===== config.mk =====
export PLATFORM = sky130hd
export DESIGN_NAME = carrier_nco_gen
export DESIGN_NICKNAME = d
export VERILOG_FILES = /design/src/rtl/carrier_pkg.sv /design/src/rtl/carrier_lut.sv /design/src/rtl/carrier_nco_gen.sv
export SDC_FILE = /design/constraint.sdc
export NUM_CORES = 1
export LEC_CHECK = 0
export BUFFER_PORTS_ARGS = -buffer_cell sky130_fd_sc_hd__buf_2
export CAP_MARGIN = 25
export CORE_MARGIN = 5
export CORE_UTILIZATION = 55
export CTS_CLUSTER_SIZE = 16
export DETAILED_ROUTE_END_ITERATION = 12
export PLACE_DENSITY = 0.87
export SLEW_MARGIN = 20
export SYNTH_ARGS = -nofsm -noshare
export SYNTH_HDL_FRONTEND = slang
export SYNTH_SLANG_ARGS = --single-unit
export TNS_END_PERCENT = 100

===== constraint.sdc =====
create_clock -name clk -period 4.49 [get_ports clk]
set_input_delay 0.6735 -clock clk [delete_from_list [all_inputs] [get_ports clk]]
set_output_delay 0.6735 -clock clk [all_outputs]
set_load 0.02 [all_outputs]

===== src/rtl/carrier_pkg.sv =====
// Shared definitions for the carrier NCO: default widths and the sector
// lookup table in the 2-bit {sign, mag} mixer format
// (sign 1 = positive, mag 1 = |2|, mag 0 = |1|).
package carrier_pkg;

  localparam int unsigned PHASE_W_DEF = 30;
  localparam int unsigned CYCLE_W_DEF = 20;
  localparam int unsigned VAL_W_DEF   = 10;

  localparam logic [1:0] SM_POS1 = 2'b10;
  localparam logic [1:0] SM_POS2 = 2'b11;
  localparam logic [1:0] SM_NEG1 = 2'b00;
  localparam logic [1:0] SM_NEG2 = 2'b01;

  // One carrier sample pair: I (cos) and Q (sin) in {sign, mag} form
  typedef struct packed {
    logic [1:0] i_sm;
    logic [1:0] q_sm;
  } iq_sm_t;

  // Sector 7 down to sector 0; each sector spans 45 degrees of phase
  localparam iq_sm_t [7:0] SECTOR_TABLE = {
    {SM_POS2, SM_NEG1},  // 7
    {SM_POS1, SM_NEG2},  // 6
    {SM_NEG1, SM_NEG2},  // 5
    {SM_NEG2, SM_NEG1},  // 4
    {SM_NEG2, SM_POS1},  // 3
    {SM_NEG1, SM_POS2},  // 2
    {SM_POS1, SM_POS2},  // 1
    {SM_POS2, SM_POS1}   // 0
  };

endpackage


===== src/rtl/carrier_lut.sv =====
// Combinational sector decode: 3-bit phase sector -> I/Q carrier samples.
// Ports:
//   sector_i  3-bit phase sector (accumulator MSBs)
//   i_sign_o, i_mag_o  in-phase sample
//   q_sign_o, q_mag_o  quadrature sample
module carrier_lut
  import carrier_pkg::*;
(
  input  logic [2:0] sector_i,
  output logic       i_sign_o,
  output logic       i_mag_o,
  output logic       q_sign_o,
  output logic       q_mag_o
);

  iq_sm_t entry;

  assign entry    = SECTOR_TABLE[sector_i];
  assign i_sign_o = entry.i_sm[1];
  assign i_mag_o  = entry.i_sm[0];
  assign q_sign_o = entry.q_sm[1];
  assign q_mag_o  = entry.q_sm[0];

endmodule


===== src/rtl/carrier_nco_gen.sv =====
// Carrier NCO for one correlator channel: phase accumulator, sector-based
// I/Q carrier samples, whole-cycle counter, and phase/cycle latches on tic.
// Ports:
//   clk, rstn                 clock, synchronous active-low reset
//   enable                    sample strobe; accumulator advances when high
//   f_control_wr, f_control   load phase increment
//   phase_wr, phase_in        preset accumulator (overrides accumulation)
//   tic                       measurement strobe: latch phase and cycle count
//   i_sign, i_mag             in-phase carrier sample (decoded from acc)
//   q_sign, q_mag             quadrature carrier sample (decoded from acc)
//   carrier_val               accumulator MSBs latched at tic
//   cycle_count               carrier cycles since the previous tic
module carrier_nco_gen
  import carrier_pkg::*;
#(
  parameter int unsigned PHASE_W = PHASE_W_DEF,
  parameter int unsigned CYCLE_W = CYCLE_W_DEF,
  parameter int unsigned VAL_W   = VAL_W_DEF
) (
  input  logic               clk,
  input  logic               rstn,
  input  logic               enable,
  input  logic               f_control_wr,
  input  logic [PHASE_W-1:0] f_control,
  input  logic               phase_wr,
  input  logic [PHASE_W-1:0] phase_in,
  input  logic               tic,
  output logic               i_sign,
  output logic               i_mag,
  output logic               q_sign,
  output logic               q_mag,
  output logic [VAL_W-1:0]   carrier_val,
  output logic [CYCLE_W-1:0] cycle_count
);

  logic [PHASE_W-1:0] acc_q, acc_d;
  logic [PHASE_W-1:0] freq_q, freq_d;
  logic [CYCLE_W-1:0] cnt_q, cnt_d;
  logic [VAL_W-1:0]   cval_q, cval_d;
  logic [CYCLE_W-1:0] ccnt_q, ccnt_d;

  logic [PHASE_W:0]   sum_c;
  logic               carry_c;
  logic [CYCLE_W-1:0] cnt_inc_c;

  // Extra top bit of the sum is the carry out of the accumulator MSB
  assign sum_c     = {1'b0, acc_q} + {1'b0, freq_q};
  assign carry_c   = enable & ~phase_wr & sum_c[PHASE_W];
  assign cnt_inc_c = cnt_q + CYCLE_W'(carry_c);

  // Next-state logic; tic latches see this cycle's accumulator update and carry
  always_comb begin
    acc_d  = acc_q;
    freq_d = freq_q;
    cnt_d  = cnt_inc_c;
    cval_d = cval_q;
    ccnt_d = ccnt_q;

    if (phase_wr) begin
      acc_d = phase_in;
    end else if (enable) begin
      acc_d = sum_c[PHASE_W-1:0];
    end

    if (f_control_wr) begin
      freq_d = f_control;
    end

    if (tic) begin
      cval_d = acc_d[PHASE_W-1 -: VAL_W];
      ccnt_d = cnt_inc_c;
      cnt_d  = '0;
    end
  end

  // State registers
  always_ff @(posedge clk) begin
    if (!rstn) begin
      acc_q  <= '0;
      freq_q <= '0;
      cnt_q  <= '0;
      cval_q <= '0;
      ccnt_q <= '0;
    end else begin
      acc_q  <= acc_d;
      freq_q <= freq_d;
      cnt_q  <= cnt_d;
      cval_q <= cval_d;
      ccnt_q <= ccnt_d;
    end
  end

  assign carrier_val = cval_q;
  assign cycle_count = ccnt_q;

  // Carrier samples follow the registered accumulator directly
  carrier_lut u_lut (
    .sector_i (acc_q[PHASE_W-1 -: 3]),
    .i_sign_o (i_sign),
    .i_mag_o  (i_mag),
    .q_sign_o (q_sign),
    .q_mag_o  (q_mag)
  );

endmodule


==> results of run 1 <==
-- per-layer routing --
| layer | routed length (um) | vias to the layer above |
|---|---|---|
| met2 | 7252 | 129 |
| met5 | 0 | - |
| li1 | - | 2650 |
| met1 | 6374 | 2403 |
| met4 | 216 | 0 |
| met3 | 981 | 15 |
-- cells in the mapped netlist, types with 3 or more instances --
library cell and number:
sky130_fd_sc_hd__a211oi_1 32, sky130_fd_sc_hd__a21o_1 11, sky130_fd_sc_hd__a21oi_1 59, sky130_fd_sc_hd__a21oi_2 3, sky130_fd_sc_hd__and2_1 3, sky130_fd_sc_hd__and3_1 4, sky130_fd_sc_hd__buf_1 4, sky130_fd_sc_hd__clkbuf_1 33
sky130_fd_sc_hd__dfxtp_1 114, sky130_fd_sc_hd__ha_1 32, sky130_fd_sc_hd__inv_1 12, sky130_fd_sc_hd__mux2i_1 45, sky130_fd_sc_hd__nand2_1 39, sky130_fd_sc_hd__nand2b_1 14, sky130_fd_sc_hd__nand3_1 14, sky130_fd_sc_hd__nand3b_1 3
sky130_fd_sc_hd__nand4_1 11, sky130_fd_sc_hd__nor2_1 123, sky130_fd_sc_hd__nor2b_1 5, sky130_fd_sc_hd__nor3_1 7, sky130_fd_sc_hd__o211ai_1 8, sky130_fd_sc_hd__o21ai_0 23, sky130_fd_sc_hd__o21bai_1 8, sky130_fd_sc_hd__xnor2_1 24
sky130_fd_sc_hd__xor2_1 19
-- tightest hold or removal path: cells and delay by family --
kind | cells | cell delay, ns
simple gates | 1 | 0.07
buf+inv | 1 | 0.07
mux | 1 | 0.05
-- final cells by class --
type / instances / area share [%]
Clock inverter: 13 / 2.604
Clock buffer: 19 / 5.929
Multi-Input combinational cell: 531 / 48.94
Sequential cell: 114 / 32.09
Inverter: 13 / 0.6861
Tap cell: 140 / 2.463
Timing Repair Buffer: 102 / 7.284
-- final timing paths --
check                                   start                           end  slack [ns]
hold / removal                  f_control[17]       freq_q[17]$_SDFFE_PN0P_        0.39
setup / recovery        acc_q[0]$_SDFFE_PN0P_  cycle_count[18]$_SDFFE_PN0P_        0.38
hold reg to reg   cycle_count[8]$_SDFFE_PN0P_   cycle_count[8]$_SDFFE_PN0P_        0.48
setup reg to reg        acc_q[0]$_SDFFE_PN0P_  cycle_count[18]$_SDFFE_PN0P_        0.38
-- cell families after synthesis --
kind of cell / synth area share [%]
and+or+nand+nor: 17.58
muxes: 7.721
DFF: 38.17
adders and majority gates: 7.031
xor gates and xnor gates: 6.298
AOI/OAI and AO/OA: 19.52
buffers and inverters: 3.683
-- cells in the final DEF (no fill, tap or decap), types with 3 or more instances in the layout --
master,synthesis,final
sky130_fd_sc_hd__a211oi_1,32,32
sky130_fd_sc_hd__a21o_1,11,11
sky130_fd_sc_hd__a21oi_1,59,58
sky130_fd_sc_hd__a21oi_2,3,4
sky130_fd_sc_hd__and2_1,3,3
sky130_fd_sc_hd__and3_1,4,4
sky130_fd_sc_hd__buf_2,2,99
sky130_fd_sc_hd__buf_4,0,3
sky130_fd_sc_hd__bufinv_16,0,4
sky130_fd_sc_hd__clkbuf_16,0,16
sky130_fd_sc_hd__clkinvlp_4,0,5
sky130_fd_sc_hd__dfxtp_1,114,114
sky130_fd_sc_hd__ha_1,32,32
sky130_fd_sc_hd__inv_1,12,12
sky130_fd_sc_hd__mux2i_1,45,45
sky130_fd_sc_hd__nand2_1,39,39
sky130_fd_sc_hd__nand2b_1,14,14
sky130_fd_sc_hd__nand3_1,14,14
sky130_fd_sc_hd__nand3b_1,3,3
sky130_fd_sc_hd__nand4_1,11,11
sky130_fd_sc_hd__nor2_1,123,123
sky130_fd_sc_hd__nor2b_1,5,5
sky130_fd_sc_hd__nor3_1,7,7
sky130_fd_sc_hd__o211ai_1,8,8
sky130_fd_sc_hd__o21ai_0,23,23
sky130_fd_sc_hd__o21bai_1,8,8
sky130_fd_sc_hd__xnor2_1,24,24
sky130_fd_sc_hd__xor2_1,19,19
-- sequential cells by signal, summed over array words and instances (netlist names) --
name,cells
cycle_count,20
cnt_q,20
acc_q,30
carrier_val,10
u_lut.entry,4
freq_q,30
-- power by group --
group	internal [mW]	switching [mW]	total, mW	leakage, nW
sequential	1.07	0.0332	1.10	0.938
combinational	0.171	0.249	0.420	1.94
clock	0.900	0.493	1.39	0.280
total	2.14	0.774	2.91	3.16
-- stage by stage --
step / util, % / std cells
final: 66.19 / 932
after global routing: 66.19 / 932
after CTS: 66.15 / 932
after detailed placement: 60.50 / 900
after global placement: 60.50 / 900
after floorplan: - / 699
==> results.txt, run 1 <==
----------------------------------------------------
[Worst setup path]
  Worst R2R Path Depth ... 21
  Ordered list of cells on the worst path ... ha_1 -> inv_1 -> fa_1 -> nand2b_1 -> a21oi_2 -> o2111ai_2 -> o211ai_1 -> a21oi_1 -> nand2b_1 -> a21o_1 -> a21oi_1 -> nor3_1 -> ha_1 -> ha_1 -> nand3_1 -> nor2_1 -> nand4_1 -> nor2_1 -> nand4_1 -> xor2_1 -> a211oi_1
  Cell occurring most often along the worst timing path ... sky130_fd_sc_hd__ha_1
  CP Data Arrival Time ... 4.54 ns
  Buffers & Inverters on Critical Path ... 1
  Number of cells on the critical path ... 21
  Cell family with most CP delay ... simple AND/OR/NAND/NOR gates
  Biggest fanout along the worst timing path ... 4
  Setup crit start kind ... register
  Endpoint type of the worst setup path ... register
  Stage delay of the slowest cell on the critical path ... 0.41 ns
  Classification of the worst setup path ... reg2reg
  Max stage delay cell, worst path ... sky130_fd_sc_hd__fa_1
  Data required time of the worst path ... 4.93 ns

[Detailed routing]
  DR WL/cell ... 15.91 um
  DRC Markers ... 0
  Post-route antenna net violation count ... 0
  Routed vias ... 5197
  Drt initial violations ... 289
  Vias per inst ... 5.576
  Number of iterations in the first detailed-routing pass ... 4
  Routed WL ... 14820 um

[Final layout]
  Combined flip-flop and latch cell area ... 2282 um2
  Fillers ... 913
  Net count of the finished layout ... 878
  P&R area growth vs syn ... 18.94%
  Multi-input combinational cell area ... 3481 um2
  Number of antenna cells inserted ... 0
  Fraction of final layout cells sized beyond drive strength 1 ... 18.31%
  Final design instance area without fill ... 7112 um2

[Yosys]
  Main area contributors after synthesis ... sky130_fd_sc_hd__dfxtp_1, sky130_fd_sc_hd__nor2_1, sky130_fd_sc_hd__mux2i_1
  Post-synthesis sequential element count ... 114
  Seq/Total Area, Yosys ... 38.17%
  Mapped Nets ... 798
  Number of distinct library cells after synthesis ... 62
  Number of flops mapped to enable cells by yosys ... 0
  Gate Count Post-Synth ... 699
  Async set-or-reset flop fraction in the synthesized netlist ... 0%
  Summed instance area of the synthesized netlist ... 5979 um2
  Cell taking the most area after synthesis ... sky130_fd_sc_hd__dfxtp_1
  Leading register cell type out of synthesis ... sky130_fd_sc_hd__dfxtp_1
  Yosys warning count ... 0
  Syn Area/Cell ... 8.554 um2
  Yosys top cell area share ... 38.17%

[Global routing]
  First-pass GRT wire length ... 24480 um
  Met3 GRT Util ... 7.558%
  Maximum number of pins on one net before global-route repair ... 61
  Vias in the first global route ... 5230
  Number of antenna violations at the first check in global routing ... 0
  Combined global-route utilization of all metal layers ... 23.42%
  Met1 track demand over resource in global routing ... 27.76%
  Routing layer with the top usage in global route ... met2
  Total overflow reported by the global router ... 0
  M2 GR Usage ... 40.44%

[STA]
  Final count of pins violating max slew ... 0
  Post-route minimum period ... 4.108 ns
  Largest clock skew in the final design ... 0.01032 ns
  Worst setup margin ... 0.3817 ns
  Share of the clock period used by the worst path ... 91.50%
  Count of endpoints failing hold in the final timing report ... 0
  Final hold slack ... 0.3857 ns
  Sum Neg Setup Slack ... 0 ns
  Pin slew with the least headroom to its limit ... 0.9985 ns
  RSZ-0062 raised after global routing ... no
  Max Freq ... 0.2434 GHz
  Worst slew margin relative to its limit ... 33.36%
  Number of setup violations in the final report ... 0

[Clock network]
  Depth of the CTS H-tree ... 4
  Latest clock arrival within the worst-skew pair ... 0.53 ns
  Number of buffers created by CTS ... 17
  Clock tree from TritonCTS ... yes
  Longest Clk Path Bufs ... 2
  Post-CTS resize count ... 0
  Sinks on the clock net ... 114
  Post CTS Setup Buffer Count ... 0
  Buffer cell driving the clock tree root ... sky130_fd_sc_hd__clkbuf_8
  Register clock-pin slew on the reported worst setup and hold paths ... 0.06 ns
  Hold buffer count at CTS ... 0

[Die]
  Die Area ... 13060 um2
  Die Span X ... 114.3 um
  Io pins ... 100
  Placeable core region ... 10750 um2
  Floorplan die height ... 114.3 um
  Number of rows in the core area ... 38
  Starting Density ... 55.65%

[Power]
  Post-route total power ... 2.915 mW
  Leakage power ... 3.155 nW
  Power density over cell area ... 409.9 nW/um2
  Maximum vdd drop ... 0.3730 mV

[Placement]
  IO buf count ... 99
  Setup WS pre-CTS ... 0.4342 ns
  Placed cell areas ... 6501 um2
  Post-DP HPWL ... 10130 um
  Final weighted congestion of routability-driven global placement ... 0.9072

[Flow run]
  Max Cap Viol ... 0

[Worst hold path]
  Worst hold path stage count ... 3
  Hold crit path type ... in2reg

[Outcome]
  Status ... complete, no violations

----------------------------------------------------
Power figures use the tool's default switching activity.
==> inputs of run 2 (changes only) <==
--- a/config.mk
+++ b/config.mk
@@ -11,6 +11,7 @@
 export CORE_UTILIZATION = 55
 export CTS_CLUSTER_SIZE = 16
 export DETAILED_ROUTE_END_ITERATION = 12
+export MAX_ROUTING_LAYER = met4
 export PLACE_DENSITY = 0.87
 export SLEW_MARGIN = 20
 export SYNTH_ARGS = -nofsm -noshare
==> constraint.sdc (replaced) <==
create_clock -name clk -period 4.4 [get_ports clk]
set_input_delay 0.66 -clock clk [delete_from_list [all_inputs] [get_ports clk]]
set_output_delay 0.66 -clock clk [all_outputs]
set_load 0.02 [all_outputs]
==> results.txt, run 2 (synthesis gave the netlist of run 1 again) <==
----------------------------------------------------
[Global routing]
  Number of antenna violations at the first check in global routing ... 0 (unchanged)
  Total overflow reported by the global router ... 0 (unchanged)
  Vias in the first global route ... 5125 (-2.0%)
  First-pass GRT wire length ... 23780 um (-2.8%)
  Maximum number of pins on one net before global-route repair ... 38 (-38%)
  Combined global-route utilization of all metal layers ... 23.41% (about the same)

[Worst hold path]
  Startpoint of the most critical hold path ... f_control[24]
  Worst hold path stage count ... 3 (unchanged)
  Hold crit path type ... in2reg

[Power]
  Leakage power ... 3.200 nW (+1.4%)
  Switching power ... 0.7864 mW (+1.5%)
  Fraction of power spent switching nets ... 25.33% (-1.2 points)
  Power share of the sequential group ... 36.2% (-1.6 points)
  Clock group share of total power ... 50.0% (+2.2 points)
  Power density over cell area ... 431.7 nW/um2 (+5.3%)
  Design internal power ... 2.319 mW (+8.3%)
  Power share of the combinational group ... 13.8% (-0.6 points)
  Maximum vdd drop ... 0.3512 mV (-5.9%)

[Detailed routing]
  Number of iterations in the first detailed-routing pass ... 4 (unchanged)
  DR WL/cell ... 15.50 um (-2.6%)
  Vias per inst ... 5.640 (+1.1%)
  Routed WL ... 14490 um (-2.3%)
  Routed vias ... 5273 (+1.5%)
  DRC Markers ... 0 (unchanged)
  Post-route antenna net violation count ... 0 (unchanged)
  Drt initial violations ... 304 (+5.2%)

[Clock network]
  Longest Clk Path Bufs ... 2 (unchanged)
  Latest clock arrival within the worst-skew pair ... 0.53 ns (about the same)
  Clock tree from TritonCTS ... yes
  Sinks on the clock net ... 114 (unchanged)
  Depth of the CTS H-tree ... 4 (unchanged)
  Buffer cell driving the clock tree root ... sky130_fd_sc_hd__clkbuf_8
  Number of buffers created by CTS ... 17 (unchanged)
  Register clock-pin slew on the reported worst setup and hold paths ... 0.06 ns (about the same)

[Worst setup path]
  Biggest fanout along the worst timing path ... 4 (unchanged)
  Max stage delay cell, worst path ... sky130_fd_sc_hd__fa_1
  Critical path origin ... freq_q[0]$_SDFFE_PN0P_
  CP Data Arrival Time ... 4.49 ns (-0.05 ns)
  Stage delay of the slowest cell on the critical path ... 0.40 ns (about the same)
  Classification of the worst setup path ... reg2reg
  Data required time of the worst path ... 4.84 ns (-0.09 ns)
  Cell occurring most often along the worst timing path ... sky130_fd_sc_hd__ha_1
  Ordered list of cells on the worst path ... ha_1 -> inv_1 -> fa_1 -> nand2b_1 -> a21oi_2 -> o2111ai_2 -> o211ai_1 -> a21oi_1 -> nand2b_1 -> a21o_1 -> a21oi_1 -> nor3_1 -> ha_1 -> ha_1 -> nand3_1 -> nor2_1 -> nand4_1 -> nor2_1 -> nand4_1 -> xor2_1 -> a211oi_1
  Critical register-to-register path startpoint ... freq_q[0]$_SDFFE_PN0P_
  Endpoint type of the worst setup path ... register
  Setup crit start kind ... register
  Worst R2R Path Depth ... 21 (unchanged)

[Final layout]
  Registers with the most flip-flops ... acc_q: 30 flops, freq_q: 30 flops
  Fillers ... 887 (-2.8%)
  Multi-input combinational cell area ... 3481 um2 (unchanged)
  Number of antenna cells inserted ... 0 (unchanged)
  Fraction of final layout cells sized beyond drive strength 1 ... 18.62% (+0.31 points)
  Net count of the finished layout ... 881 (+0.34%)
  Most frequent standard cell in the layout excluding fill and tap cells ... sky130_fd_sc_hd__nor2_1
  Count of placed standard cells in the final layout, fillers left out ... 935 (+0.32%)
  Commonest cells after routing, fill and taps aside ... sky130_fd_sc_hd__nor2_1, sky130_fd_sc_hd__dfxtp_1, sky130_fd_sc_hd__buf_2
  P&R area growth vs syn ... 20.28%
  Combined flip-flop and latch cell area ... 2282 um2 (unchanged)

[STA]
  Post-route minimum period ... 4.053 ns (-0.05492 ns)
  Max Freq ... 0.2467 GHz (+1.4%)
  Share of the clock period used by the worst path ... 92.12% (+0.62 points)
  Worst slew margin relative to its limit ... 34.03% (+0.67 points)
  Sum Neg Setup Slack ... 0 ns (unchanged)
  Pin slew with the least headroom to its limit ... 0.9885 ns (-0.01001 ns)
  Number of setup violations in the final report ... 0 (unchanged)
  Largest clock skew in the final design ... 0.007416 ns (-0.002903 ns)
  Final count of pins violating max slew ... 0 (unchanged)
  Count of endpoints failing hold in the final timing report ... 0 (unchanged)

[Placement]
  Cell Count Post-Placement ... 902 (+0.22%)
  IO buf count ... 99 (unchanged)
  Post-DP HPWL ... 10110 um (-0.25%)
  Final weighted congestion of routability-driven global placement ... 0.9310 (+2.6%)

[Die]
  Starting Density ... 55.65% (unchanged)
  Io pins ... 100 (unchanged)
  Floorplan die height ... 114.3 um (unchanged)
  Die Area ... 13060 um2 (unchanged)
  Placeable core region ... 10750 um2 (unchanged)
  Number of rows in the core area ... 38 (unchanged)
  Die Span X ... 114.3 um (unchanged)

[Flow run]
  Max Cap Viol ... 0 (unchanged)

[Outcome]
  Status ... complete, no violations

----------------------------------------------------
[run 2: changes by cell type in the layout (fill, tap and decap cells not counted)]
cell / delta
sky130_fd_sc_hd__buf_4: +3
sky130_fd_sc_hd__bufinv_16: +2
sky130_fd_sc_hd__clkbuf_8: +1
sky130_fd_sc_hd__clkinv_2: -2
sky130_fd_sc_hd__clkinv_4: +1
sky130_fd_sc_hd__clkinvlp_4: -2
[run 2: cell type report]
| class | count | area share (%) |
|---|---|---|
| Tap cell | 140 | 2.436 |
| Multi-Input combinational cell | 531 | 48.40 |
| Sequential cell | 114 | 31.73 |
| Inverter | 13 | 0.6785 |
| Timing Repair Buffer | 105 | 7.516 |
| Clock buffer | 20 | 6.054 |
| Clock inverter | 12 | 3.184 |
[run 2: per-layer routing]
metal,part of all wire [%],up-vias,GRT usage [%]
met3,5.8,33,6.078
li1,-,2650,-
met4,2.9,0,10.37
met1,44,2448,27.34
met2,48,142,37.98
met5,0,-,-
[run 2: worst max-delay path: cells and delay by family (launching register included)]
kind	cells	cell delay [ns]
buf+inv	1	0.05
compound gates	7	1.15
xor+xnor	1	0.18
flops	1	0.33
simple gates	8	1.24
fa+ha+maj	4	1.02
[run 2: path summary, 6_finish.rpt]
path	to	slack, ns
max	cycle_count[18]$_SDFFE_PN0P_	0.35
min	freq_q[24]$_SDFFE_PN0P_	0.37
max reg2reg	cycle_count[18]$_SDFFE_PN0P_	0.35
min reg2reg	carrier_val[3]$_SDFFE_PN0P_	0.48
[run 2: repair_timing]
| action | 4_1_cts | 5_1_grt |
|---|---|---|
| hold buffers | 0 | 0 |
| setup endpoints to repair | 0 | 2 |
| resized for setup | 0 | 1 |
| setup buffers | 0 | 1 |
[run 2: power groups by stage]
stage	Clock (mW)	Combinational [mW]	Sequential, mW
after floorplan	0	0.296	1.16
after global placement	0	0.416	1.14
after detailed placement	0	0.422	1.15
after CTS	1.57	0.427	1.12
after global routing	1.62	0.476	1.13
final	1.55	0.428	1.12
[run 2: through the flow]
| step | cell area (um2) | hold slack, ns | power [mW] | util, % | setup slack [ns] |
|---|---|---|---|---|---|
| global placement | 6516 | 0.4594 | 1.559 | 60.64 | 0.4287 |
| detailed placement | 6516 | 0.4687 | 1.568 | 60.64 | 0.3002 |
| floorplan | 5979 | 0.4647 | 1.456 | - | 0.7780 |
| global route | 7192 | 0.3730 | 3.223 | 66.93 | -0.01256 |
| CTS | 7181 | 0.3514 | 3.119 | 66.83 | 0.2584 |
| finish | 7192 | 0.3657 | 3.105 | 66.93 | 0.3466 |
==> inputs of run 3 (changes only) <==
--- a/config.mk
+++ b/config.mk
@@ -7,10 +7,10 @@
 export LEC_CHECK = 0
 export BUFFER_PORTS_ARGS = -buffer_cell sky130_fd_sc_hd__buf_2
 export CAP_MARGIN = 25
-export CORE_MARGIN = 5
 export CORE_UTILIZATION = 55
 export CTS_CLUSTER_SIZE = 16
 export DETAILED_ROUTE_END_ITERATION = 12
+export HOLD_SLACK_MARGIN = 0.02
 export MAX_ROUTING_LAYER = met4
 export PLACE_DENSITY = 0.87
 export SLEW_MARGIN = 20
==> results.txt, run 3 (synthesis gave the netlist of run 1 again) <==
----------------------------------------------------
[Detailed routing]
  Vias per inst ... 5.835 (+3.5%)
  Number of iterations in the first detailed-routing pass ... 6 (+2)
  Drt initial violations ... 445 (+46%)
  Post-route antenna net violation count ... 0 (unchanged)
  DR WL/cell ... 16.80 um (+8.4%)
  Routed WL ... 15610 um (+7.7%)
  DRC Markers ... 0 (unchanged)
  Routed vias ... 5421 (+2.8%)

[Clock network]
  Buffer cell driving the clock tree root ... sky130_fd_sc_hd__clkbuf_8
  Clock tree from TritonCTS ... yes
  Longest Clk Path Bufs ... 2 (unchanged)
  Sinks on the clock net ... 114 (unchanged)
  Number of buffers created by CTS ... 17 (unchanged)
  Latest clock arrival within the worst-skew pair ... 0.53 ns (about the same)
  Register clock-pin slew on the reported worst setup and hold paths ... 0.06 ns (about the same)
  Depth of the CTS H-tree ... 4 (unchanged)

[Power]
  Fraction of power spent switching nets ... 28.89% (+3.6 points)
  Power share of the sequential group ... 38.4% (+2.2 points)
  Leakage power ... 3.159 nW (-1.3%)
  Maximum vdd drop ... 0.3369 mV (-4.1%)
  Clock group share of total power ... 46.8% (-3.2 points)
  Power share of the combinational group ... 14.8% (+1.0 points)
  Design internal power ... 2.086 mW (-10%)
  Power density over cell area ... 412.7 nW/um2 (-4.4%)
  Switching power ... 0.8475 mW (+7.8%)

[Final layout]
  Registers with the most flip-flops ... acc_q: 30 flops, freq_q: 30 flops
  Fillers ... 817 (-7.9%)
  Most frequent standard cell in the layout excluding fill and tap cells ... sky130_fd_sc_hd__nor2_1
  Multi-input combinational cell area ... 3498 um2 (+0.50%)
  Net count of the finished layout ... 879 (-0.23%)
  Number of antenna cells inserted ... 0 (unchanged)
  Commonest cells after routing, fill and taps aside ... sky130_fd_sc_hd__nor2_1, sky130_fd_sc_hd__dfxtp_1, sky130_fd_sc_hd__buf_2
  Combined flip-flop and latch cell area ... 2282 um2 (unchanged)
  Fraction of final layout cells sized beyond drive strength 1 ... 19.29% (+0.68 points)
  P&R area growth vs syn ... 18.90%

[Global routing]
  Vias in the first global route ... 5389 (+5.2%)
  Total overflow reported by the global router ... 0 (unchanged)
  Maximum number of pins on one net before global-route repair ... 61 (+61%)
  Number of antenna violations at the first check in global routing ... 0 (unchanged)
  Combined global-route utilization of all metal layers ... 29.36% (+6.0 points)
  First-pass GRT wire length ... 25320 um (+6.4%)

[STA]
  Largest clock skew in the final design ... 0.008513 ns (+0.001096 ns)
  Sum Neg Setup Slack ... 0 ns (unchanged)
  Count of endpoints failing hold in the final timing report ... 0 (unchanged)
  RSZ-0062 raised after global routing ... yes
  Share of the clock period used by the worst path ... 96.50% (+4.4 points)
  Worst setup margin ... 0.1541 ns (-0.1925 ns)
  Final count of pins violating max slew ... 0 (unchanged)
  Max Freq ... 0.2355 GHz (-4.5%)
  Number of setup violations in the final report ... 0 (unchanged)
  Pin slew with the least headroom to its limit ... 1.029 ns (+0.04025 ns)
  Worst slew margin relative to its limit ... 31.34% (-2.7 points)
  Post-route minimum period ... 4.246 ns (+0.1925 ns)

[Outcome]
  Status ... complete, no violations

[Worst setup path]
  Cell family with most CP delay ... simple AND/OR/NAND/NOR gates
  CP Data Arrival Time ... 4.68 ns (+0.19 ns)
  Stage delay of the slowest cell on the critical path ... 0.38 ns (-0.02 ns)
  Classification of the worst setup path ... reg2reg
  Buffers & Inverters on Critical Path ... 1 (unchanged)
  Data required time of the worst path ... 4.83 ns (about the same)
  Biggest fanout along the worst timing path ... 4 (unchanged)
  Ordered list of cells on the worst path ... ha_1 -> inv_1 -> fa_1 -> nand2b_1 -> a21oi_2 -> o2111ai_2 -> o211ai_1 -> a21oi_1 -> nand2b_1 -> a21o_1 -> a21oi_1 -> nor3_1 -> ha_2 -> ha_1 -> nand3_1 -> nor2_2 -> nand4_1 -> nor2_2 -> nand4_1 -> xor2_2 -> a211oi_1
  Setup crit start kind ... register
  Endpoint type of the worst setup path ... register
  Max stage delay cell, worst path ... sky130_fd_sc_hd__fa_1

[Placement]
  Post-DP HPWL ... 10710 um (+6.0%)
  IO buf count ... 99 (unchanged)
  Final weighted congestion of routability-driven global placement ... 0.9496 (+2.0%)
  Setup WS pre-CTS ... 0.2026 ns (-0.09761 ns)

[Worst hold path]
  Hold crit path type ... in2reg

[Die]
  Floorplan die height ... 106.3 um (-7.0%)
  Number of rows in the core area ... 37 (-2.6%)
  Die Area ... 11290 um2 (-14%)
  Die Span X ... 106.3 um (-7.0%)
  Placeable core region ... 10420 um2 (-3.1%)
  Starting Density ... 57.41% (+1.8 points)
  Io pins ... 100 (unchanged)

[Flow run]
  Max Cap Viol ... 0 (unchanged)

----------------------------------------------------
==> run 3: layout make-up <==
| type | count | area share, % |
|---|---|---|
| inverter | 13 | 0.6864 |
| timing repair buffer | 103 | 7.392 |
| clock buffer | 17 | 5.825 |
| sequential | 114 | 32.10 |
| multi-input combinational | 531 | 49.21 |
| tap | 136 | 2.394 |
| clock inverter | 15 | 2.394 |
==> run 3: repair_timing <==
item / CTS / global route
gates resized for setup: 0 / 6
setup buffers: 0 / 1
endpoints found under the setup margin: 0 / 10
hold buffers: 0 / 0
==> run 3: path summary, 6_finish.rpt <==
| kind | slack (ns) | startpoint | cells after the start | endpoint |
|---|---|---|---|---|
| min reg2reg | 0.48 | carrier_val[7]$_SDFFE_PN0P_ | 2 | carrier_val[7]$_SDFFE_PN0P_ |
| min | 0.36 | phase_in[1] | 3 | acc_q[1]$_SDFFE_PN0P_ |
| max reg2reg | 0.15 | freq_q[0]$_SDFFE_PN0P_ | 21 | cycle_count[18]$_SDFFE_PN0P_ |
| max | 0.15 | freq_q[0]$_SDFFE_PN0P_ | 21 | cycle_count[18]$_SDFFE_PN0P_ |
==> run 3: through the flow <==
stage                     power, mW  util (%)  hold WS, ns  area, um2  std cells
after CTS                     2.933     67.98       0.3566       7081        928
after floorplan               1.456         -       0.4647       5979        699
after global placement        1.557     62.37       0.4618       6496        896
after detailed placement      1.573     62.37       0.4693       6496        896
final                         2.934     68.25       0.3611       7109        929
after global routing          3.043     68.25       0.3605       7109        929
==> run 3: power by group through the flow <==
stage               clock (mW)  combinational [mW]  sequential, mW
floorplan                    0               0.296            1.16
global placement             0               0.413            1.14
detailed placement           0               0.426            1.15
CTS                       1.38               0.431            1.13
global route              1.43               0.479            1.13
finish                    1.37               0.436            1.13
==> run 3: layer usage <==
metal  part of all wire (%)  track usage, %  up-vias
met2                     49           49.54      208
met5                      0               -        -
li1                       -               -     2640
met3                    6.0           6.438       36
met4                    2.2           10.81        0
met1                     43           34.22     2537
==> run 3: tightest hold or removal path, stage by stage <==
cell and delay, ns:
sky130_fd_sc_hd__buf_2 0.07, sky130_fd_sc_hd__a21oi_1 0.05, sky130_fd_sc_hd__nor2_1 0.07
